[config.mk]
export PLATFORM = sky130hd
export DESIGN_NAME = hazard_bubble_reg_flat
export DESIGN_NICKNAME = d
export VERILOG_FILES = /design/src/rtl/hazard_pkg.sv /design/src/rtl/hazard_bubble_reg_if.sv /design/src/rtl/sat_counter.sv /design/src/rtl/hazard_bubble_reg.sv /design/src/flat_wrapper.sv
export SDC_FILE = /design/constraint.sdc
export NUM_CORES = 1
export LEC_CHECK = 0
export ABC_AREA = 1
export CAP_MARGIN = 10
export CORE_ASPECT_RATIO = 2
export CORE_MARGIN = 3
export CORE_UTILIZATION = 45
export DETAILED_ROUTE_END_ITERATION = 12
export HOLD_SLACK_MARGIN = 0.02
export PLACE_DENSITY = 0.86
export SLEW_MARGIN = 20
export SYNTH_ARGS = -nofsm -noshare
export SYNTH_HDL_FRONTEND = slang
export SYNTH_HIERARCHICAL = 1
export SYNTH_SLANG_ARGS = --single-unit
[constraint.sdc]
create_clock -name Clk -period 2.4 [get_ports Clk]
set_input_delay 0.48 -clock Clk [delete_from_list [all_inputs] [get_ports Clk]]
set_output_delay 0.48 -clock Clk [all_outputs]
set_load 0.02 [all_outputs]
[src/rtl/hazard_pkg.sv]
// Shared types and field widths for the ID/EX bubble register.
// Control bundle layout: ALUOp | Lsel | Ssel | RegDst | 8 flags.
package hazard_pkg;

    localparam int ALUOP_W  = 6;
    localparam int LSEL_W   = 3;
    localparam int SSEL_W   = 2;
    localparam int REGDST_W = 2;
    localparam int FLAG_W   = 8;
    localparam int CTRL_W   = ALUOP_W + LSEL_W + SSEL_W
                            + REGDST_W + FLAG_W;

    typedef enum logic [1:0] {
        RUN    = 2'd0,
        STALL  = 2'd1,
        RESUME = 2'd2
    } state_t;

    typedef struct packed {
        logic [ALUOP_W-1:0]  aluop;
        logic [LSEL_W-1:0]   lsel;
        logic [SSEL_W-1:0]   ssel;
        logic [REGDST_W-1:0] regdst;
        logic [FLAG_W-1:0]   flags;
    } ctrl_t;

    // A hazard only opens a stall from RUN and only when bubbles are enabled.
    function automatic logic is_hazard(
        input state_t st,
        input logic   load_use,
        input logic   len_nz
    );
        return (st == RUN) && load_use && len_nz;
    endfunction

endpackage

[src/rtl/hazard_bubble_reg_if.sv]
// ID/EX control bundle and hazard controls for the bubble register.
// master = ID stage / hazard unit side, slave = bubble register side.
interface hazard_bubble_reg_if #(
    parameter int CTRL_W = 21,
    parameter int BL_W   = 2,
    parameter int CNT_W  = 16
) ();

    logic [CTRL_W-1:0] CtrlIn;
    logic              InValid;
    logic              LoadUse;
    logic              Flush;
    logic              Hold;
    logic [BL_W-1:0]   BubbleLen;

    logic [CTRL_W-1:0] CtrlOut;
    logic              OutValid;
    logic              PCWrite;
    logic              IFIDWrite;
    logic              BubbleActive;
    logic [CNT_W-1:0]  BubbleCount;

    modport master (
        output CtrlIn,
        output InValid,
        output LoadUse,
        output Flush,
        output Hold,
        output BubbleLen,
        input  CtrlOut,
        input  OutValid,
        input  PCWrite,
        input  IFIDWrite,
        input  BubbleActive,
        input  BubbleCount
    );

    modport slave (
        input  CtrlIn,
        input  InValid,
        input  LoadUse,
        input  Flush,
        input  Hold,
        input  BubbleLen,
        output CtrlOut,
        output OutValid,
        output PCWrite,
        output IFIDWrite,
        output BubbleActive,
        output BubbleCount
    );

endinterface

[src/rtl/sat_counter.sv]
// Saturating up-counter with enable and synchronous active-low clear.
// Holds at all-ones instead of wrapping.
module sat_counter #(
    parameter int CNT_W = 16
) (
    input  logic             clk,
    input  logic             clr_n,
    input  logic             en,
    output logic [CNT_W-1:0] q
);

    always_ff @(posedge clk) begin
        if (!clr_n) begin
            q <= '0;
        end else if (en && !(&q)) begin
            q <= q + CNT_W'(1);
        end
    end

endmodule

[src/rtl/hazard_bubble_reg.sv]
// ID/EX control register that inserts BubbleLen bubbles per load-use hazard.
// Flush beats Hold, Hold beats the RUN/STALL/RESUME sequencing.
module hazard_bubble_reg
    import hazard_pkg::*;
#(
    parameter int CTRL_W = hazard_pkg::CTRL_W,
    parameter int BL_W   = 2,
    parameter int CNT_W  = 16
) (
    input logic Clk,
    input logic Rst,
    hazard_bubble_reg_if.slave bus
);

    state_t            state;
    logic [BL_W-1:0]   cnt;
    logic [CTRL_W-1:0] ctrl_q;
    logic              valid_q;

    logic hazard;
    logic fl_cyc;
    logic ho_cyc;
    logic go_cyc;
    logic pc_en;
    logic bub_act;
    logic cnt_en;

    assign hazard = is_hazard(state, bus.LoadUse, |bus.BubbleLen);

    // Mutually exclusive cycle classes in edge-priority order.
    assign fl_cyc = Rst && bus.Flush;
    assign ho_cyc = Rst && !bus.Flush && bus.Hold;
    assign go_cyc = Rst && !bus.Flush && !bus.Hold;

    always_comb begin
        pc_en   = 1'b0;
        bub_act = 1'b0;
        unique case (1'b1)
            fl_cyc: begin
                pc_en = 1'b1;
            end
            ho_cyc: begin
                bub_act = (state == STALL);
            end
            go_cyc: begin
                bub_act = hazard || (state == STALL);
                pc_en   = !bub_act;
            end
            default: begin
                pc_en   = 1'b0;
                bub_act = 1'b0;
            end
        endcase
    end

    assign cnt_en = go_cyc && (hazard || (state == STALL));

    sat_counter #(
        .CNT_W (CNT_W)
    ) u_cnt (
        .clk   (Clk),
        .clr_n (Rst),
        .en    (cnt_en),
        .q     (bus.BubbleCount)
    );

    always_ff @(posedge Clk) begin
        if (!Rst) begin
            state   <= RUN;
            cnt     <= '0;
            ctrl_q  <= '0;
            valid_q <= 1'b0;
        end else if (bus.Flush) begin
            state   <= RUN;
            cnt     <= '0;
            ctrl_q  <= '0;
            valid_q <= 1'b0;
        end else if (bus.Hold) begin
            state   <= state;
        end else begin
            unique case (state)
                RUN: begin
                    if (hazard) begin
                        ctrl_q  <= '0;
                        valid_q <= 1'b0;
                        // First bubble is this cycle; STALL covers the rest.
                        if (bus.BubbleLen == BL_W'(1)) begin
                            state <= RESUME;
                        end else begin
                            state <= STALL;
                            cnt   <= bus.BubbleLen - BL_W'(2);
                        end
                    end else begin
                        ctrl_q  <= bus.InValid ? bus.CtrlIn : '0;
                        valid_q <= bus.InValid;
                    end
                end
                STALL: begin
                    ctrl_q  <= '0;
                    valid_q <= 1'b0;
                    if (cnt == '0) begin
                        state <= RESUME;
                    end else begin
                        cnt <= cnt - BL_W'(1);
                    end
                end
                RESUME: begin
                    ctrl_q  <= bus.InValid ? bus.CtrlIn : '0;
                    valid_q <= bus.InValid;
                    state   <= RUN;
                end
                default: begin
                    state <= RUN;
                end
            endcase
        end
    end

    assign bus.CtrlOut      = ctrl_q;
    assign bus.OutValid     = valid_q;
    assign bus.PCWrite      = pc_en;
    assign bus.IFIDWrite    = pc_en;
    assign bus.BubbleActive = bub_act;

endmodule

[src/flat_wrapper.sv]
// flat-port wrapper written by rule: the top's interface ports become plain ports
module hazard_bubble_reg_flat import hazard_pkg::*;
#(
    parameter int CTRL_W = hazard_pkg::CTRL_W,
    parameter int BL_W   = 2,
    parameter int CNT_W  = 16
)
  (Clk, Rst, bus_CtrlIn, bus_InValid, bus_LoadUse, bus_Flush, bus_Hold, bus_BubbleLen, bus_CtrlOut, bus_OutValid, bus_PCWrite, bus_IFIDWrite, bus_BubbleActive, bus_BubbleCount);
  hazard_bubble_reg_if #(.CTRL_W(CTRL_W), .BL_W(BL_W), .CNT_W(CNT_W)) bus_i ();
  input logic Clk;
  input logic Rst;
  input wire logic [$bits(bus_i.CtrlIn)-1:0] bus_CtrlIn;
  input wire logic [$bits(bus_i.InValid)-1:0] bus_InValid;
  input wire logic [$bits(bus_i.LoadUse)-1:0] bus_LoadUse;
  input wire logic [$bits(bus_i.Flush)-1:0] bus_Flush;
  input wire logic [$bits(bus_i.Hold)-1:0] bus_Hold;
  input wire logic [$bits(bus_i.BubbleLen)-1:0] bus_BubbleLen;
  output wire logic [$bits(bus_i.CtrlOut)-1:0] bus_CtrlOut;
  output wire logic [$bits(bus_i.OutValid)-1:0] bus_OutValid;
  output wire logic [$bits(bus_i.PCWrite)-1:0] bus_PCWrite;
  output wire logic [$bits(bus_i.IFIDWrite)-1:0] bus_IFIDWrite;
  output wire logic [$bits(bus_i.BubbleActive)-1:0] bus_BubbleActive;
  output wire logic [$bits(bus_i.BubbleCount)-1:0] bus_BubbleCount;
  assign bus_i.CtrlIn = bus_CtrlIn;
  assign bus_i.InValid = bus_InValid;
  assign bus_i.LoadUse = bus_LoadUse;
  assign bus_i.Flush = bus_Flush;
  assign bus_i.Hold = bus_Hold;
  assign bus_i.BubbleLen = bus_BubbleLen;
  assign bus_CtrlOut = bus_i.CtrlOut;
  assign bus_OutValid = bus_i.OutValid;
  assign bus_PCWrite = bus_i.PCWrite;
  assign bus_IFIDWrite = bus_i.IFIDWrite;
  assign bus_BubbleActive = bus_i.BubbleActive;
  assign bus_BubbleCount = bus_i.BubbleCount;
  hazard_bubble_reg #(.CTRL_W(CTRL_W), .BL_W(BL_W), .CNT_W(CNT_W)) u_core (.Clk(Clk), .Rst(Rst), .bus(bus_i));
endmodule
==> qor.yml <==
status: "finished clean"
synth_top_family_by_area: "simple AND/OR/NAND/NOR gates"
num_rows: 35
die_width_um: 55.5
reg2reg_depth: 16
fp.dieH_um: 105
synth_fp_nets: 326
cts_buffers: 5
design_power_total_w: 0.00142
criticalPathCategory: "flop to primary output"
clk_pin_slew_ns: 0.07
gr-usage-met2_pct: 41.0
tritoncts: "built"
seqCellArea_um2: 841
htreeDepth: 2
tightestPinTransition_ns: 0.421
syn-cell-area_mm2: 0.00221
skew_ns: 0.0136
drive_above_1_share_pct: 11.5
synthTopCellsByArea: "dfxtp_1 (38%), nor2_1 (12%), mux2i_1 (9.5%), nand2_1 (8.5%), inv_1 (4.6%)"
min_path_type: "flop to flop"
grt-ovfl-total: 0
p_leak_nw: 1.29
synthCells: 291
hpwl_mm: 4.46
finalCritPeriodShare_pct: 94.4
synth_ff_type: "dfxtp_1"
p_per_area_mw_per_mm2: 464
slew_viol_final: 0
cp-end-kind: "primary output"
min_period_ns: 2.26
ys_ff_latch: 42
synth_cell_types: 24
wl_per_cell_um: 13.2
p_switching_w: 0.000360
routed_via_density: 4.97
drc: 0
via_count: 2128
crit_arrival_ns: 1.78
swShare_pct: 25.3
post_dp_cell_area_mm2: 0.00298
ys_async_sr_fraction_pct: 0
grt_pass1_wl_mm: 9.45
setup_viol: 0
gp_congestion: 0.877
antenna_cells: 0
ys_warn_count: 6
multi_input_area_mm2: 0.00117
p_seq_share_pct: 50.4
yosys.cell_count.top_type: "nor2_1"
ant_nets: 0
routed_wl_mm: 5.65
yosys.area.top_type_share_pct: 38.1
cts_setup_buffers: 0
nFillCells: 414
portBuffers: 69
dr.pass1.iters: 4
power.internal_w: 0.00106
synth_common_cells: "nor2_1 (70), nand2_1 (50), dfxtp_1 (42), inv_1 (27), mux2i_1 (21)"
synthSimpleGateAreaFrac_pct: 33.9
core-area_mm2: 0.00469
r2r_slack_ns: 0.30
area_delta_synth_final_pct: 39.1
p_clk_share_pct: 33.8
peakVddDrop_v: 0.000405
grt_max_degree: 23
die-area_mm2: 0.00583
final_cells: 428
gr-usage-met3_pct: 2.72
clock.fmax_mhz: 442
worst_hold_slack_ns: 0.490
required_ns: 1.92
initial_core_util_pct: 47.1
antenna_found_initial: 0
synth-adder-area-share_pct: 3.40
hold_viol_final: 0
ios: 70
synth_compound_area_share_pct: 6.47
synth-xor-area-share_pct: 0
dpl.cell_count: 420
crit_fanout: 6
totalNegativeSetupSlack_ns: 0
root_buffer: "clkbuf_8"
drv_cap: 0
clock_latency_ns: 0.29
clockBufferDepth: 2
yosysTopAreaCell: "dfxtp_1"
design_area_mm2: 0.00307
rsz0062_at_grt: "yes"
max_slew_margin_pct: 71.9
comb_power_share_pct: 15.8
grt_usage_pct: 20.0
numClockSinks: 42
synth-seq-area-share_pct: 38.1
synth_area_per_cell_um2: 7.58
synth_edf_count: 0
grt_pass1_vias: 2178
first_iter_violations: 57
layout.nets: 407
hold_path_depth: 2
muxShareOfSynthArea_pct: 9.53
cp-start-kind: "flop"
busiest_layer: "met2"
grtUsageMet1_pct: 18.3
registers in the layout, indices dropped and copies added (netlist names):
register and count:
u_core/bus.CtrlOut 21, u_core/u_cnt/q 16, u_core/cnt 2, u_core/bus.OutValid 1, u_core/state 2
what timing repair did:
item | in CTS | in global routing
endpoints found under the hold margin | 0 | 0
hold buffers | 0 | 0
resized for setup | 3 | 5
setup endpoints to repair | 3 | 3
metal layers:
metal  vias to the layer above  routed length (um)
li1                       1084                   -
met1                       990                1980
met2                        44                3370
met3                        10                 175
met4                         0                 130
met5                         -                   0
cells by family after synthesis:
kind of cell / Yosys count
AND/OR/NAND/NOR: 162
flip-flops: 42
buffers and inverters: 35
AO/OA/AOI/OAI: 25
multiplexers: 21
adder cells (fa/ha/maj): 6
worst max-delay path, stage by stage, from the launching register on:
cell             delay [ns]
dfxtp_1                0.37
inv_1                  0.09
ha_1                   0.27
nand2_1                0.08
inv_1                  0.04
nand2_2                0.06
nand2_1                0.06
nor2_1                 0.09
o21a_1                 0.13
clkdlybuf4s15_1        0.31
power groups by stage:
| stage | Clock (W) | Combinational (W) | Sequential, W |
|---|---|---|---|
| finish | 0.000482 | 0.000225 | 0.000719 |
| global route | 0.000530 | 0.000247 | 0.000721 |
| CTS | 0.000500 | 0.000226 | 0.000719 |
| detailed placement | 0 | 0.000228 | 0.000735 |
| global placement | 0 | 0.000223 | 0.000734 |
| floorplan | 0 | 0.000111 | 0.000748 |
area by class of cell:
| class | count | share of cell area [%] |
|---|---|---|
| clock buffer | 7 | 2.81 |
| clock inverter | 1 | 0.285 |
| timing repair buffer | 81 | 25.5 |
| tap | 55 | 2.24 |
| inverter | 28 | 3.43 |
| sequential | 42 | 27.4 |
| multi-input combinational | 214 | 38.3 |
placed cells by master (no fill, tap or decap), types with 2 or more instances in the layout:
cell type / netlist / final
a21oi_1: 15 / 15
buf_4: 1 / 11
clkbuf_2: 0 / 2
clkbuf_8: 1 / 6
clkdlybuf4s50_1: 0 / 66
dfxtp_1: 42 / 42
ha_1: 6 / 6
inv_1: 27 / 27
mux2i_1: 21 / 21
nand2_1: 50 / 50
nand2_2: 8 / 8
nand3_1: 20 / 20
nand3_2: 2 / 2
nand4_1: 2 / 2
nor2_1: 70 / 70
nor2_4: 7 / 7
o21ai_0: 7 / 7
stage by stage:
stage	utilization, %	worst slack (ns)
2_1_floorplan	-	0.391
3_3_place_gp	63.7	-0.0948
3_5_place_dp	63.7	-0.130
4_1_cts	65.6	0.0906
5_1_grt	65.5	-0.0198
6_report	65.5	0.135
worst paths after layout:
check	start	to
worst max register to register	u_core/state[0]	u_core/u_cnt/q[10]
worst min-delay path	u_core/bus.OutValid	u_core/bus.OutValid
worst max-delay path	u_core/state[0]	bus_PCWrite
worst min register to register	u_core/bus.OutValid	u_core/bus.OutValid
Power figures use the tool's default switching activity.
